File: config.mk
export PLATFORM = sky130hd
export DESIGN_NAME = matmul_seq_ctrl
export DESIGN_NICKNAME = d
export VERILOG_FILES = /design/src/rtl/matmul_pkg.sv /design/src/rtl/matmul_tag_pipe.sv /design/src/rtl/matmul_seq_ctrl.sv
export SDC_FILE = /design/constraint.sdc
export NUM_CORES = 1
export LEC_CHECK = 0
export CAP_MARGIN = 20
export CELL_PAD_IN_SITES_DETAIL_PLACEMENT = 1
export CELL_PAD_IN_SITES_GLOBAL_PLACEMENT = 2
export CORE_UTILIZATION = 34
export DETAILED_ROUTE_END_ITERATION = 6
export PLACE_DENSITY_LB_ADDON = 0.1
export SYNTH_ARGS = -nofsm -noshare
export SYNTH_HDL_FRONTEND = slang
export SYNTH_SLANG_ARGS = --single-unit
File: constraint.sdc
create_clock -name clk -period 3.3 [get_ports clk]
set_input_delay 0.66 -clock clk [delete_from_list [all_inputs] [get_ports clk]]
set_output_delay 0.66 -clock clk [all_outputs]
set_load 0.03 [all_outputs]
File: src/rtl/matmul_pkg.sv
// ----------------------------------------------------------------------------
// matmul_pkg
//   Shared types and constants for the matmul sequencer and its tag pipeline.
//   - DATA_WIDTH / MAX_DIM and the widths derived from them.
//   - element_t, dim_t, idx_t scalar typedefs.
//   - err_e: completion error code reported with done.
//   - state_e plus ST_* constants for the sequencer FSM.
//   - tag_t: per-issue bookkeeping carried alongside the operand read.
//   - check_dims(): dimension validation in priority order.
// ----------------------------------------------------------------------------
package matmul_pkg;

    localparam int DATA_WIDTH = 16;
    localparam int MAX_DIM    = 256;
    localparam int DIM_W      = $clog2(MAX_DIM + 1);
    localparam int IDX_W      = $clog2(MAX_DIM);

    typedef logic [DATA_WIDTH-1:0] element_t;
    typedef logic [DIM_W-1:0]      dim_t;
    typedef logic [IDX_W-1:0]      idx_t;

    typedef enum logic [1:0] {
        ERR_NONE     = 2'd0,
        ERR_ZERO     = 2'd1,
        ERR_OVERSIZE = 2'd2,
        ERR_MISMATCH = 2'd3
    } err_e;

    typedef logic [2:0] state_e;
    localparam state_e ST_IDLE  = 3'd0;
    localparam state_e ST_CHECK = 3'd1;
    localparam state_e ST_ISSUE = 3'd2;
    localparam state_e ST_DRAIN = 3'd3;
    localparam state_e ST_FIN   = 3'd4;

    typedef struct packed {
        logic first;   // p == 0: MAC loads instead of accumulating
        logic last;    // p == m-1: final term of this dot product
        idx_t row;     // i
        idx_t col;     // c
    } tag_t;

    // Zero-size beats oversize, which beats an inner-dimension mismatch.
    function automatic err_e check_dims(dim_t n, dim_t m, dim_t j, dim_t k);
        if (n == '0 || m == '0 || j == '0 || k == '0)
            return ERR_ZERO;
        if (n > dim_t'(MAX_DIM) || m > dim_t'(MAX_DIM) ||
            j > dim_t'(MAX_DIM) || k > dim_t'(MAX_DIM))
            return ERR_OVERSIZE;
        if (m != j)
            return ERR_MISMATCH;
        return ERR_NONE;
    endfunction

endpackage

File: src/rtl/matmul_tag_pipe.sv
// ----------------------------------------------------------------------------
// matmul_tag_pipe
//   DEPTH-stage delay line that carries a valid bit and a tag_t alongside the
//   operand-memory read, so the tag emerges in the cycle the data does.
//   Ports:
//     clk, reset     clock, asynchronous active-low reset
//     flush          synchronous clear of every valid bit
//     in_valid/tag   entry issued this cycle
//     out_valid/tag  entry issued DEPTH cycles ago
//     any_valid      some entry still in flight
// ----------------------------------------------------------------------------
module matmul_tag_pipe
    import matmul_pkg::*;
#(
    parameter int DEPTH = 2
) (
    input  logic clk,
    input  logic reset,
    input  logic flush,
    input  logic in_valid,
    input  tag_t in_tag,
    output logic out_valid,
    output tag_t out_tag,
    output logic any_valid
);

    logic [DEPTH-1:0] vld;
    tag_t             tags [DEPTH];

    // NOTE: non-blocking assignments let every stage sample its predecessor's
    // old value, so loop order inside the block does not matter.
    always_ff @(posedge clk or negedge reset) begin
        if (!reset) begin
            vld <= '0;
        end else if (flush) begin
            vld <= '0;
        end else begin
            vld[0] <= in_valid;
            for (int s = 1; s < DEPTH; s++)
                vld[s] <= vld[s-1];
        end
    end

    // NOTE: the tag payload is deliberately left unreset; nothing looks at it
    // unless the matching valid bit is set, and the valid bits are reset.
    always_ff @(posedge clk) begin
        tags[0] <= in_tag;
        for (int s = 1; s < DEPTH; s++)
            tags[s] <= tags[s-1];
    end

    assign out_valid = vld[DEPTH-1];
    assign out_tag   = tags[DEPTH-1];
    assign any_valid = |vld;

endmodule

File: src/rtl/matmul_seq_ctrl.sv
// ----------------------------------------------------------------------------
// matmul_seq_ctrl
//   Sequencer for the matmul datapath. Accepts an (n x m) * (j x k) job,
//   validates the dimensions, walks i/c/p (p innermost) issuing operand reads,
//   drives MAC load/accumulate control RD_LAT cycles later, emits one result
//   write per dot product and finishes with a done pulse and an error code.
//   Dimension widths (MAX_DIM, DIM_W, IDX_W) come from matmul_pkg.
//   Ports:
//     clk, reset                      clock, asynchronous active-low reset
//     start, dim_n/m/j/k              job request and dimensions (IDLE only)
//     hold                            pause new issues; in-flight ops drain
//     abort                           synchronous cancel, no done
//     busy                            job in progress
//     rd_en, a_row/a_col, b_row/b_col operand reads A[i][p], B[p][c]
//     mac_en, mac_first, mac_last     MAC operand valid / load / final term
//     c_wr_en, c_row, c_col           result write strobe and address
//     done, err                       completion pulse and error code
// ----------------------------------------------------------------------------
module matmul_seq_ctrl
    import matmul_pkg::*;
#(
    parameter int RD_LAT = 2
) (
    input  logic             clk,
    input  logic             reset,
    input  logic             start,
    input  logic [DIM_W-1:0] dim_n,
    input  logic [DIM_W-1:0] dim_m,
    input  logic [DIM_W-1:0] dim_j,
    input  logic [DIM_W-1:0] dim_k,
    input  logic             hold,
    input  logic             abort,
    output logic             busy,
    output logic             rd_en,
    output logic [IDX_W-1:0] a_row,
    output logic [IDX_W-1:0] a_col,
    output logic [IDX_W-1:0] b_row,
    output logic [IDX_W-1:0] b_col,
    output logic             mac_en,
    output logic             mac_first,
    output logic             mac_last,
    output logic             c_wr_en,
    output logic [IDX_W-1:0] c_row,
    output logic [IDX_W-1:0] c_col,
    output logic             done,
    output logic [1:0]       err
);

    state_e state_q, state_d;
    dim_t   n_q, m_q, j_q, k_q;
    idx_t   i_q, c_q, p_q;
    err_e   err_q, chk_err;

    // Loop bounds; only meaningful once CHECK has proven every dim >= 1.
    idx_t n_last, m_last, k_last;
    assign n_last = idx_t'(n_q - dim_t'(1));
    assign m_last = idx_t'(m_q - dim_t'(1));
    assign k_last = idx_t'(k_q - dim_t'(1));

    logic p_wrap, c_wrap, i_wrap, issue_done;
    assign p_wrap     = (p_q == m_last);
    assign c_wrap     = (c_q == k_last);
    assign i_wrap     = (i_q == n_last);
    assign issue_done = rd_en && p_wrap && c_wrap && i_wrap;

    assign chk_err = check_dims(n_q, m_q, j_q, k_q);

    // Issue pipeline
    tag_t issue_tag, mac_tag;
    logic mac_vld, any_vld;

    assign issue_tag.first = (p_q == '0);
    assign issue_tag.last  = p_wrap;
    assign issue_tag.row   = i_q;
    assign issue_tag.col   = c_q;

    matmul_tag_pipe #(.DEPTH(RD_LAT)) u_tag_pipe (
        .clk       (clk),
        .reset     (reset),
        .flush     (abort),
        .in_valid  (rd_en),
        .in_tag    (issue_tag),
        .out_valid (mac_vld),
        .out_tag   (mac_tag),
        .any_valid (any_vld)
    );

    // Next-state logic; abort overrides every other transition.
    // NOTE: state_d gets a default before the case so no path leaves it
    // unassigned, which would otherwise infer a latch.
    always_comb begin
        state_d = state_q;
        case (state_q)
            ST_IDLE:  if (start) state_d = ST_CHECK;
            ST_CHECK: state_d = (chk_err != ERR_NONE) ? ST_FIN : ST_ISSUE;
            ST_ISSUE: if (issue_done) state_d = ST_DRAIN;
            // Once the last tag leaves the pipe its write strobe is already
            // registered, so an empty pipe means every result is out.
            ST_DRAIN: if (!any_vld) state_d = ST_FIN;
            ST_FIN:   state_d = ST_IDLE;
            default:  state_d = ST_IDLE;
        endcase
        if (abort) state_d = ST_IDLE;
    end

    always_ff @(posedge clk or negedge reset) begin
        if (!reset) begin
            state_q <= ST_IDLE;
            n_q     <= '0;
            m_q     <= '0;
            j_q     <= '0;
            k_q     <= '0;
            i_q     <= '0;
            c_q     <= '0;
            p_q     <= '0;
            err_q   <= ERR_NONE;
        end else begin
            state_q <= state_d;

            if (state_q == ST_IDLE && start) begin
                n_q <= dim_n;
                m_q <= dim_m;
                j_q <= dim_j;
                k_q <= dim_k;
            end

            // err holds from FIN until the next accepted start clears it.
            if (state_q == ST_IDLE && start && !abort)
                err_q <= ERR_NONE;
            else if (state_q == ST_CHECK && !abort)
                err_q <= chk_err;

            if (state_q == ST_CHECK) begin
                i_q <= '0;
                c_q <= '0;
                p_q <= '0;
            end else if (rd_en) begin
                if (!p_wrap) begin
                    p_q <= p_q + idx_t'(1);
                end else begin
                    p_q <= '0;
                    if (!c_wrap) begin
                        c_q <= c_q + idx_t'(1);
                    end else begin
                        c_q <= '0;
                        if (!i_wrap) i_q <= i_q + idx_t'(1);
                    end
                end
            end
        end
    end

    // Result write stage: one cycle behind the final MAC term.
    logic c_wr_q;
    idx_t c_row_q, c_col_q;

    always_ff @(posedge clk or negedge reset) begin
        if (!reset) begin
            c_wr_q  <= 1'b0;
            c_row_q <= '0;
            c_col_q <= '0;
        end else begin
            c_wr_q <= mac_en && mac_last && !abort;
            if (mac_en && mac_last) begin
                c_row_q <= mac_tag.row;
                c_col_q <= mac_tag.col;
            end
        end
    end

    // Address and tag outputs are qualified by their strobes so the bus reads
    // zero whenever nothing is being issued, including after an abort.
    assign busy      = (state_q != ST_IDLE);
    assign rd_en     = (state_q == ST_ISSUE) && !hold && !abort;
    assign a_row     = rd_en ? i_q : '0;
    assign a_col     = rd_en ? p_q : '0;
    assign b_row     = rd_en ? p_q : '0;
    assign b_col     = rd_en ? c_q : '0;
    assign mac_en    = mac_vld;
    assign mac_first = mac_vld && mac_tag.first;
    assign mac_last  = mac_vld && mac_tag.last;
    assign c_wr_en   = c_wr_q;
    assign c_row     = c_wr_q ? c_row_q : '0;
    assign c_col     = c_wr_q ? c_col_q : '0;
    assign done      = (state_q == ST_FIN);
    assign err       = err_q;

endmodule

==> results of run 1 <==
[worst paths after layout]
check                           slack (ns)  cells past startpoint                        endpoint                     startpoint
worst max-delay path                  0.29                      7              i_q[3]$_DFFE_PN0P_             m_q[3]$_DFFE_PN0P_
worst min-delay path                  0.24                      1          c_col_q[5]$_DFFE_PN0P_                          reset
worst max register to register        0.29                      7              i_q[3]$_DFFE_PN0P_             m_q[3]$_DFFE_PN0P_
worst min register to register        0.33                      0  u_tag_pipe.tags[0][25]$_DFF_P_  u_tag_pipe.tags[0][7]$_DFF_P_
max in group asynchronous             2.42                      2              m_q[8]$_DFFE_PN0P_                          reset
min in group clk                      0.33                      0  u_tag_pipe.tags[0][25]$_DFF_P_  u_tag_pipe.tags[0][7]$_DFF_P_
[cells by family after synthesis]
group                    count (synthesis)
flip-flops                             120
adder cells (fa/ha/maj)                  9
buffers and inverters                   53
multiplexers                            44
AO/OA/AOI/OAI                           79
AND/OR/NAND/NOR                        185
XOR/XNOR                                42
[stage by stage]
| step | power (uW) | hold slack (ns) | instances |
|---|---|---|---|
| after floorplan | 2005 | 0.3096 | 532 |
| after global placement | 2189 | 0.3110 | 823 |
| after detailed placement | 2205 | 0.3135 | 823 |
| after CTS | 4182 | 0.2493 | 854 |
| after global routing | 4321 | 0.2655 | 854 |
| final | 4119 | 0.2364 | 854 |
[cells in the final DEF, fill, tap and decap left out, types with 8 or more instances in the layout]
master / instances
clkdlybuf4s50_1: 63
xnor2_1: 23
and2_1: 36
dfrtp_1: 84
xor2_1: 19
buf_4: 36
or3_1: 9
mux2_2: 42
inv_1: 23
ha_1: 9
nand4_1: 8
nand2_1: 38
clkbuf_16: 17
dfxtp_1: 36
nor3_1: 14
nor2_1: 34
o21ai_0: 27
[layout make-up]
type	instances	area (sq um)
multi-input combinational	359	2521
clock buffer	17	425.4
sequential	120	2823
tap	216	270.3
clock inverter	14	198.9
fill	1728	8597
inverter	23	86.33
timing repair buffer	105	1021
[sequential cells by signal, summed over array words and instances (netlist names), 8 cells and up]
register and flops:
c_col_q 8, c_q 8, c_row_q 8, i_q 8, j_q 9, k_q 9
m_q 9, n_q 9, p_q 8, u_tag_pipe.tags 36
[power groups by stage]
stage                     Clock, uW  Combinational (uW)  Sequential, uW
after detailed placement          0                 471            1730
after floorplan                   0                 318            1690
after global placement            0                 461            1730
after CTS                      2000                 475            1710
after global routing           2070                 525            1720
final                          1950                 467            1710
[per-layer routing]
| layer | up-vias | GRT usage | share of wire |
|---|---|---|---|
| met5 | - | 0 | 0 |
| met4 | 0 | 0.07592 | 0.017 |
| met3 | 20 | 0.03526 | 0.025 |
| met2 | 79 | 0.3123 | 0.49 |
| met1 | 2109 | 0.2415 | 0.47 |
| li1 | 2038 | - | - |
==> results by group, run 1 <==
Clocking
  – H-tree depth: 4
  – CTS root buf: clkbuf_16
  – # clock sinks: 120
  – CTS tree: built
  – Clk buf depth: 2
  – Cts bufs inserted: 17
  – Cts repair resizes: 0
  – Clk slew on worst S/H paths: 0.06 ns
  – Post-CTS Setup Inserts: 0
  – Clock latency on the worst-skew pair: 0.41 ns
  – Hold Buf Count CTS: 0

Critical path
  – CP Class: flop to flop
  – Crit Path Max Fanout: 8
  – Worst path bufs/invs: 0
  – Most common cell on crit path: or4_4
  – CP delay by family, top: simple AND/OR/NAND/NOR gates
  – CP max stage delay: 0.60 ns
  – Crit path capture type: flop
  – CP Cell Sequence: or4_4 -> or4_4 -> a221oi_2 -> and4_1 -> nand4_1 -> or3_1 -> a21oi_1
  – CP Launch Type: flop
  – Worst Path Arrival: 3.34 ns
  – CP max-delay cell: or4_4
  – Req. time, crit path: 3.63 ns

Finish
  – Ant diodes: 0
  – Nets: 676
  – Layout cell share with drive strength beyond 1: 0.1928
  – Area Growth Syn to Fin: 31.67%
  – Final core utilization: 0.4608
  – Final instance area: 7346 sq um

Yosys
  – Yosys reg bits: 120
  – Post-Syn Area: 5579 sq um
  – Syn. warnings: 0
  – Synth top area share: 0.3768
  – Area leader, netlist: dfrtp_1
  – Cell count after synthesis: 532
  – Post-synth ARST share: 0.7000
  – Synth Area in Compound Gates: 0.09733
  – Adder-Cell Fraction of Synth Area: 0.02018
  – Ys flop type: dfrtp_1
  – Simple-gate portion of the synthesized area: 0.1787
  – Synth Area per Inst: 10.49 sq um
  – Mux cell area share after synthesis: 0.08836
  – XOR/XNOR share of the synthesized area: 0.06593
  – Top cells by area, synth: dfrtp_1, dfxtp_1, mux2_2
  – Post-synth EDFFs: 0
  – Seq/Total Area, Yosys: 0.5059
  – Largest family of logic cells by synthesized area: simple AND/OR/NAND/NOR gates
  – Yosys cell types: 63
  – Syn_nets: 582
  – Commonest cells post-synth: dfrtp_1, mux2_2, nand2_1, and2_1, dfxtp_1
  – Top-count cell post-synth: dfrtp_1

STA
  – Slew @ Worst Pin: 0.5555 ns
  – Skew final: 0.007905 ns
  – RSZ-0062 raised after global routing: false
  – Slew HR: 0.6297
  – Final WS setup: 0.2915 ns
  – Final hold vios: 0
  – Final worst path period share: 0.9117
  – Final Critical Period: 3.009 ns
  – F_max: 332.4 MHz
  – Setup Viol. Count Final: 0
  – Max Slew Vio Count: 0
  – Setup TNS: 0 ns

Global route
  – Initial antenna violation count: 0
  – Vias in the first global route: 4508
  – Pin count of the biggest net entering global routing: 46
  – Global route total overflow: 0
  – First-pass GRT wire length: 23970 um
  – Total track usage: 0.1882

Die
  – Core Rows: 46
  – IO Pins: 98
  – Die width: 130.1 um
  – Die H: 130.1 um
  – Die ar.: 16930 sq um
  – Core footprint: 15940 sq um
  – Initial Utilization: 0.3499

Placement
  – GP Congestion: 0.8777
  – Dpl ws: 0.2943 ns
  – Dpl hpwl: 10790 um
  – IO Port Bufs: 97
  – Placed cell areas: 6721 sq um

Power and ir drop
  – P_sw: 1044 uW
  – Sw frac: 0.2534
  – Pwr dens: 560.8 nW/um^2
  – Pleak: 0.003143 uW
  – Sequential power share: 0.414
  – Share of power burned in the clock network: 0.473
  – Gate power share: 0.113
  – Worst IR Drop VDD: 0.3245 mV
  – Int Pwr: 3075 uW

Drt
  – DR WL/cell: 16.94 um
  – Via Count: 4246
  – Total wire length: 14460 um
  – Vias per cell: 4.972
  – Detailed Route Iter0 Violations: 119
  – Antenna violation net count after detailed routing: 0
  – Drt drc: 0
  – Total iterations of the first detailed-routing run: 4

Hold path
  – HP Class: input pin to async pin

Run status
  – Status: complete, no violations

Flow run
  – MaxCap Viol Count: 0
No activity file was read; power rests on OpenSTA's default activity.
==> run 2, diff against run 1 <==
Settings changed: CORE_UTILIZATION 34 to 36, CTS_CLUSTER_SIZE from default to 20.
Clock period 3.3 ns to 3.65 ns, I/O delays scaled along.
==> results by group, run 2 (synthesis results as in run 1) <==
Finish
  – Most flops, register: u_tag_pipe.tags
  – Area Growth Syn to Fin: 29.63%
  – Ant diodes: 0 (unchanged)
  – Layout cell share with drive strength beyond 1: 0.1856 (-0.007143)
  – Final instance area: 7232 sq um (-1.6%)
  – Nets: 678 (+0.30%)
  – Commonest non-fill, non-tap cell in the layout: dfrtp_1
  – Commonest cells after routing, fill and taps aside: dfrtp_1, clkdlybuf4s50_1, mux2_2
  – Final core utilization: 0.4775 (+0.01673)
  – Max reg flops: 36 (unchanged)

Critical path
  – Req. time, crit path: 2.92 ns (-0.71 ns)
  – Worst Path Arrival: 2.58 ns (-0.76 ns)
  – Crit Path Max Fanout: 10 (+2)
  – Crit path capture type: output port
  – CP Launch Type: input pin
  – Reg2reg setup slack: 0.57 ns (+0.28 ns)
  – Reg2Reg Depth: 7 (unchanged)
  – Reg2reg start: m_q[3]$_DFFE_PN0P_
  – CP Class: input pin to output port
  – Crit Reg-Reg Endpoint: state_q[1]$_DFFE_PN0P_
  – Crit path launch: abort

Global route
  – Initial antenna violation count: 0 (unchanged)
  – Global route total overflow: 0 (unchanged)
  – Total track usage: 0.1934 (+0.005251)
  – Vias in the first global route: 4526 (+0.40%)
  – First-pass GRT wire length: 23560 um (-1.7%)
  – Pin count of the biggest net entering global routing: 37 (-20%)

Flow run
  – MaxCap Viol Count: 0 (unchanged)

Clocking
  – Clk buf depth: 2 (unchanged)
  – Post-CTS Setup Inserts: 0 (unchanged)
  – Hold Buf Count CTS: 0 (unchanged)
  – Cts bufs inserted: 17 (unchanged)
  – Clk slew on worst S/H paths: 0.05 ns (about the same)
  – Clock latency on the worst-skew pair: 0.42 ns (about the same)
  – CTS tree: built
  – Cts repair resizes: 0 (unchanged)
  – CTS root buf: clkbuf_16
  – # clock sinks: 120 (unchanged)
  – H-tree depth: 4 (unchanged)

STA
  – Setup TNS: 0 ns (unchanged)
  – Slew @ Worst Pin: 0.6464 ns (+0.09088 ns)
  – F_max: 302.5 MHz
  – Setup Viol. Count Final: 0 (unchanged)
  – Final Critical Period: 3.306 ns
  – Max Slew Vio Count: 0 (unchanged)
  – Final WS setup: 0.3444 ns (+0.05287 ns)
  – Slew HR: 0.5651 (-0.06456)
  – Final hold vios: 0 (unchanged)
  – RSZ-0062 raised after global routing: false
  – Skew final: 0.008652 ns (+0.0007470 ns)
  – Final worst path period share: 0.9057

Hold path
  – HP Class: input pin to async pin

Drt
  – DR WL/cell: 17.12 um (+1.1%)
  – Vias per cell: 5.099 (+2.6%)
  – Total wire length: 14190 um (-1.9%)
  – Total iterations of the first detailed-routing run: 4 (unchanged)
  – Drt drc: 0 (unchanged)
  – Detailed Route Iter0 Violations: 88 (-26%)
  – Antenna violation net count after detailed routing: 0 (unchanged)
  – Via Count: 4227 (-0.45%)

Placement
  – GP Congestion: 0.7996 (-8.9%)
  – Placed cell areas: 6656 sq um (-0.97%)
  – Dpl hpwl: 10530 um (-2.4%)
  – Dpl ws: 0.3369 ns (+0.04263 ns)
  – IO Port Bufs: 97 (unchanged)

Run status
  – Status: complete, no violations

Die
  – Core footprint: 15150 sq um (-5.0%)
  – Core Rows: 45 (-2.2%)
  – Die width: 126.5 um (-2.8%)
  – Die H: 126.5 um (-2.8%)
  – IO Pins: 98 (unchanged)
  – Die ar.: 16000 sq um (-5.5%)
  – Initial Utilization: 0.3684 (+0.01842)

Power and ir drop
  – Power consumption: 3564 uW (-13%)
  – Worst IR Drop VDD: 0.3085 mV (-4.9%)
  – Pwr dens: 492.8 nW/um^2 (-12%)
  – Pleak: 0.003091 uW (-1.6%)
==> run 2: metrics by stage <==
step	instances	hold slack [ns]
2_1_floorplan	532	0.3096
3_3_place_gp	797	0.3104
3_5_place_dp	797	0.3135
4_1_cts	829	0.2510
5_1_grt	829	0.2504
6_report	829	0.2401
==> run 2: where the power goes <==
group | switching (uW) | internal, uW
clock network | 625 | 975
logic | 209 | 215
registers | 117 | 1420
==> run 2: how the worst max path moves through the flow <==
stage	endpoint	slack [ns]	depth (start not counted)
after detailed placement	b_row[0]	0.34	6
after global routing	b_row[1]	0.23	6
after CTS	b_row[1]	0.32	6
after global placement	b_row[1]	0.34	6
final	b_row[0]	0.34	6
after floorplan	b_row[2]	0.54	6
==> run 2: layout make-up <==
class / count / area (sq um)
Clock buffer: 19 / 452.9
Clock inverter: 13 / 122.6
Fill cell: 1642 / 7914
Inverter: 23 / 86.33
Multi-Input combinational cell: 359 / 2521
Sequential cell: 120 / 2823
Tap cell: 188 / 235.2
Timing Repair Buffer: 107 / 991.0
==> run 2: metal layers <==
metal  up-vias  share of wire  GRT usage
li1       2040              -          -
met1      2092           0.44     0.2289
met2        73           0.51     0.3393
met4         0          0.022    0.07867
met5         -              0          0
met3        22          0.029    0.04344
==> run 2: worst max-delay path: stages <==
cell and delay, ns:
clkdlybuf4s50_1 0.47, nor2_1 0.24, nand3_1 0.11, buf_4 0.20
nor2_1 0.13, clkdlybuf4s50_1 0.69
==> run 3, diff against run 2 <==
Settings changed: CORE_ASPECT_RATIO from default to 0.9.
==> results by group, run 3 (synthesis results as in run 1) <==
Clocking
  – Hold Buf Count CTS: 0 (unchanged)
  – Clk buf depth: 2 (unchanged)
  – Clk slew on worst S/H paths: 0.06 ns (about the same)
  – Clock latency on the worst-skew pair: 0.42 ns (about the same)
  – Cts repair resizes: 0 (unchanged)
  – CTS tree: built
  – CTS root buf: clkbuf_16
  – H-tree depth: 4 (unchanged)
  – Post-CTS Setup Inserts: 0 (unchanged)
  – Cts bufs inserted: 17 (unchanged)
  – # clock sinks: 120 (unchanged)

STA
  – F_max: 323.7 MHz (+7.0%)
  – Max Slew Vio Count: 0 (unchanged)
  – Final Critical Period: 3.090 ns (-0.2159 ns)
  – Slew @ Worst Pin: 0.8527 ns (+0.2064 ns)
  – Final hold vios: 0 (unchanged)
  – Slew HR: 0.4315 (-0.1336)
  – Setup TNS: 0 ns (unchanged)
  – Final WS setup: 0.5603 ns (+0.2159 ns)
  – Skew final: 0.007325 ns (-0.001326 ns)
  – Setup Viol. Count Final: 0 (unchanged)
  – RSZ-0062 raised after global routing: false
  – Final worst path period share: 0.8465 (-0.05916)

Die
  – IO Pins: 98 (unchanged)
  – Initial Utilization: 0.3738 (+0.005466)
  – Die ar.: 16000 sq um (unchanged)
  – Core footprint: 14920 sq um (-1.5%)
  – Core Rows: 42 (-6.7%)
  – Die H: 120.1 um (-5.1%)
  – Die width: 133.2 um (+5.3%)

Drt
  – Total iterations of the first detailed-routing run: 6 (+2)
  – Total wire length: 14680 um (+3.4%)
  – DR WL/cell: 17.47 um (+2.0%)
  – Vias per cell: 5.089 (-0.19%)
  – Detailed Route Iter0 Violations: 153 (+74%)
  – Antenna violation net count after detailed routing: 0 (unchanged)
  – Via Count: 4275 (+1.1%)
  – Drt drc: 0 (unchanged)

Finish
  – Layout cell share with drive strength beyond 1: 0.1963 (+0.01061)
  – Ant diodes: 0 (unchanged)
  – Most flops, register: u_tag_pipe.tags
  – Commonest non-fill, non-tap cell in the layout: dfrtp_1
  – Commonest cells after routing, fill and taps aside: dfrtp_1, clkdlybuf4s50_1, mux2_2
  – Area Growth Syn to Fin: 30.79%
  – Max reg flops: 36 (unchanged)
  – Nets: 679 (+0.15%)

Critical path
  – Crit Path Max Fanout: 9 (-1)
  – Worst Path Arrival: 3.39 ns (+0.81 ns)
  – Req. time, crit path: 3.95 ns (+1.03 ns)
  – Crit path capture type: flop
  – CP Class: flop to flop
  – Reg2Reg Depth: 7 (unchanged)
  – CP Launch Type: flop

Global route
  – GR Layer Usage met2: 0.3403 (+0.001023)
  – Global route total overflow: 0 (unchanged)
  – Global routing usage on met1: 0.2435 (+0.01459)
  – GRT busiest layer: met2
  – Total track usage: 0.1969 (+0.003460)
  – Pin count of the biggest net entering global routing: 63 (+70%)
  – Initial antenna violation count: 0 (unchanged)
  – Vias in the first global route: 4575 (+1.1%)
  – First-pass GRT wire length: 24100 um (+2.3%)
  – Met3 usage: 0.04985 (+0.006411)

Power and ir drop
  – Pleak: 0.003130 uW (+1.2%)
  – Pwr dens: 497.4 nW/um^2 (+0.92%)
  – Worst IR Drop VDD: 0.3571 mV (+16%)

Placement
  – Dpl ws: 0.5566 ns (+0.2197 ns)
  – GP Congestion: 0.7796 (-2.5%)
  – Dpl hpwl: 10550 um (+0.15%)
  – IO Port Bufs: 97 (unchanged)

Hold path
  – HP Class: flop to flop
  – Min-Delay Path Depth: 0

Run status
  – Status: complete, no violations

Flow run
  – MaxCap Viol Count: 0 (unchanged)
[run 3: power by group]
part / switching, uW / total [uW] / internal (uW)
sequential: 116 / 1540 / 1420
clock: 635 / 1660 / 1030
combinational: 212 / 428 / 216
total: 963 / 3630 / 2670
[run 3: final timing paths]
kind                                           startpoint                              to  slack (ns)
max                                    m_q[3]$_DFFE_PN0P_              i_q[7]$_DFFE_PN0P_        0.56
min                        u_tag_pipe.tags[0][12]$_DFF_P_  u_tag_pipe.tags[0][30]$_DFF_P_        0.32
max reg2reg                            m_q[3]$_DFFE_PN0P_              i_q[7]$_DFFE_PN0P_        0.56
min reg2reg                u_tag_pipe.tags[0][12]$_DFF_P_  u_tag_pipe.tags[0][30]$_DFF_P_        0.32
max in group asynchronous                           reset              m_q[7]$_DFFE_PN0P_        2.49
min in group asynchronous                           reset          c_col_q[1]$_DFFE_PN0P_        0.40
[run 3: metrics by stage]
step	hold slack (ns)	util	total power, uW	area, sq um	instances
6_report	0.3247	0.4889	3629	7297	840
5_1_grt	0.3311	0.4889	3796	7297	840
4_1_cts	0.3264	0.4889	3678	7297	840
3_5_place_dp	0.3132	0.4495	1993	6709	808
3_3_place_gp	0.3097	0.4495	1977	6709	808
2_1_floorplan	0.3096	-	1813	5579	532
[run 3: layout make-up]
class	instances	area [sq um]
multi-input combinational	359	2521
clock inverter	13	145.1
inverter	23	86.33
sequential	120	2823
timing repair buffer	108	1031
tap	198	247.7
fill	1643	7627
clock buffer	19	442.9
[run 3: per-layer routing]
metal / share of wire / vias to the layer above
met4: 0.012 / 0
li1: - / 2047
met5: 0 / -
met1: 0.45 / 2136
met3: 0.034 / 13
met2: 0.50 / 79
[run 3: worst max-delay path, stage by stage, from the launching register on]
cell	delay, ns
dfrtp_1	0.47
or4_4	0.60
or3_1	0.34
a222oi_1	0.48
nand4_1	0.23
and3b_1	0.48
a21boi_0	0.16
o21a_1	0.22
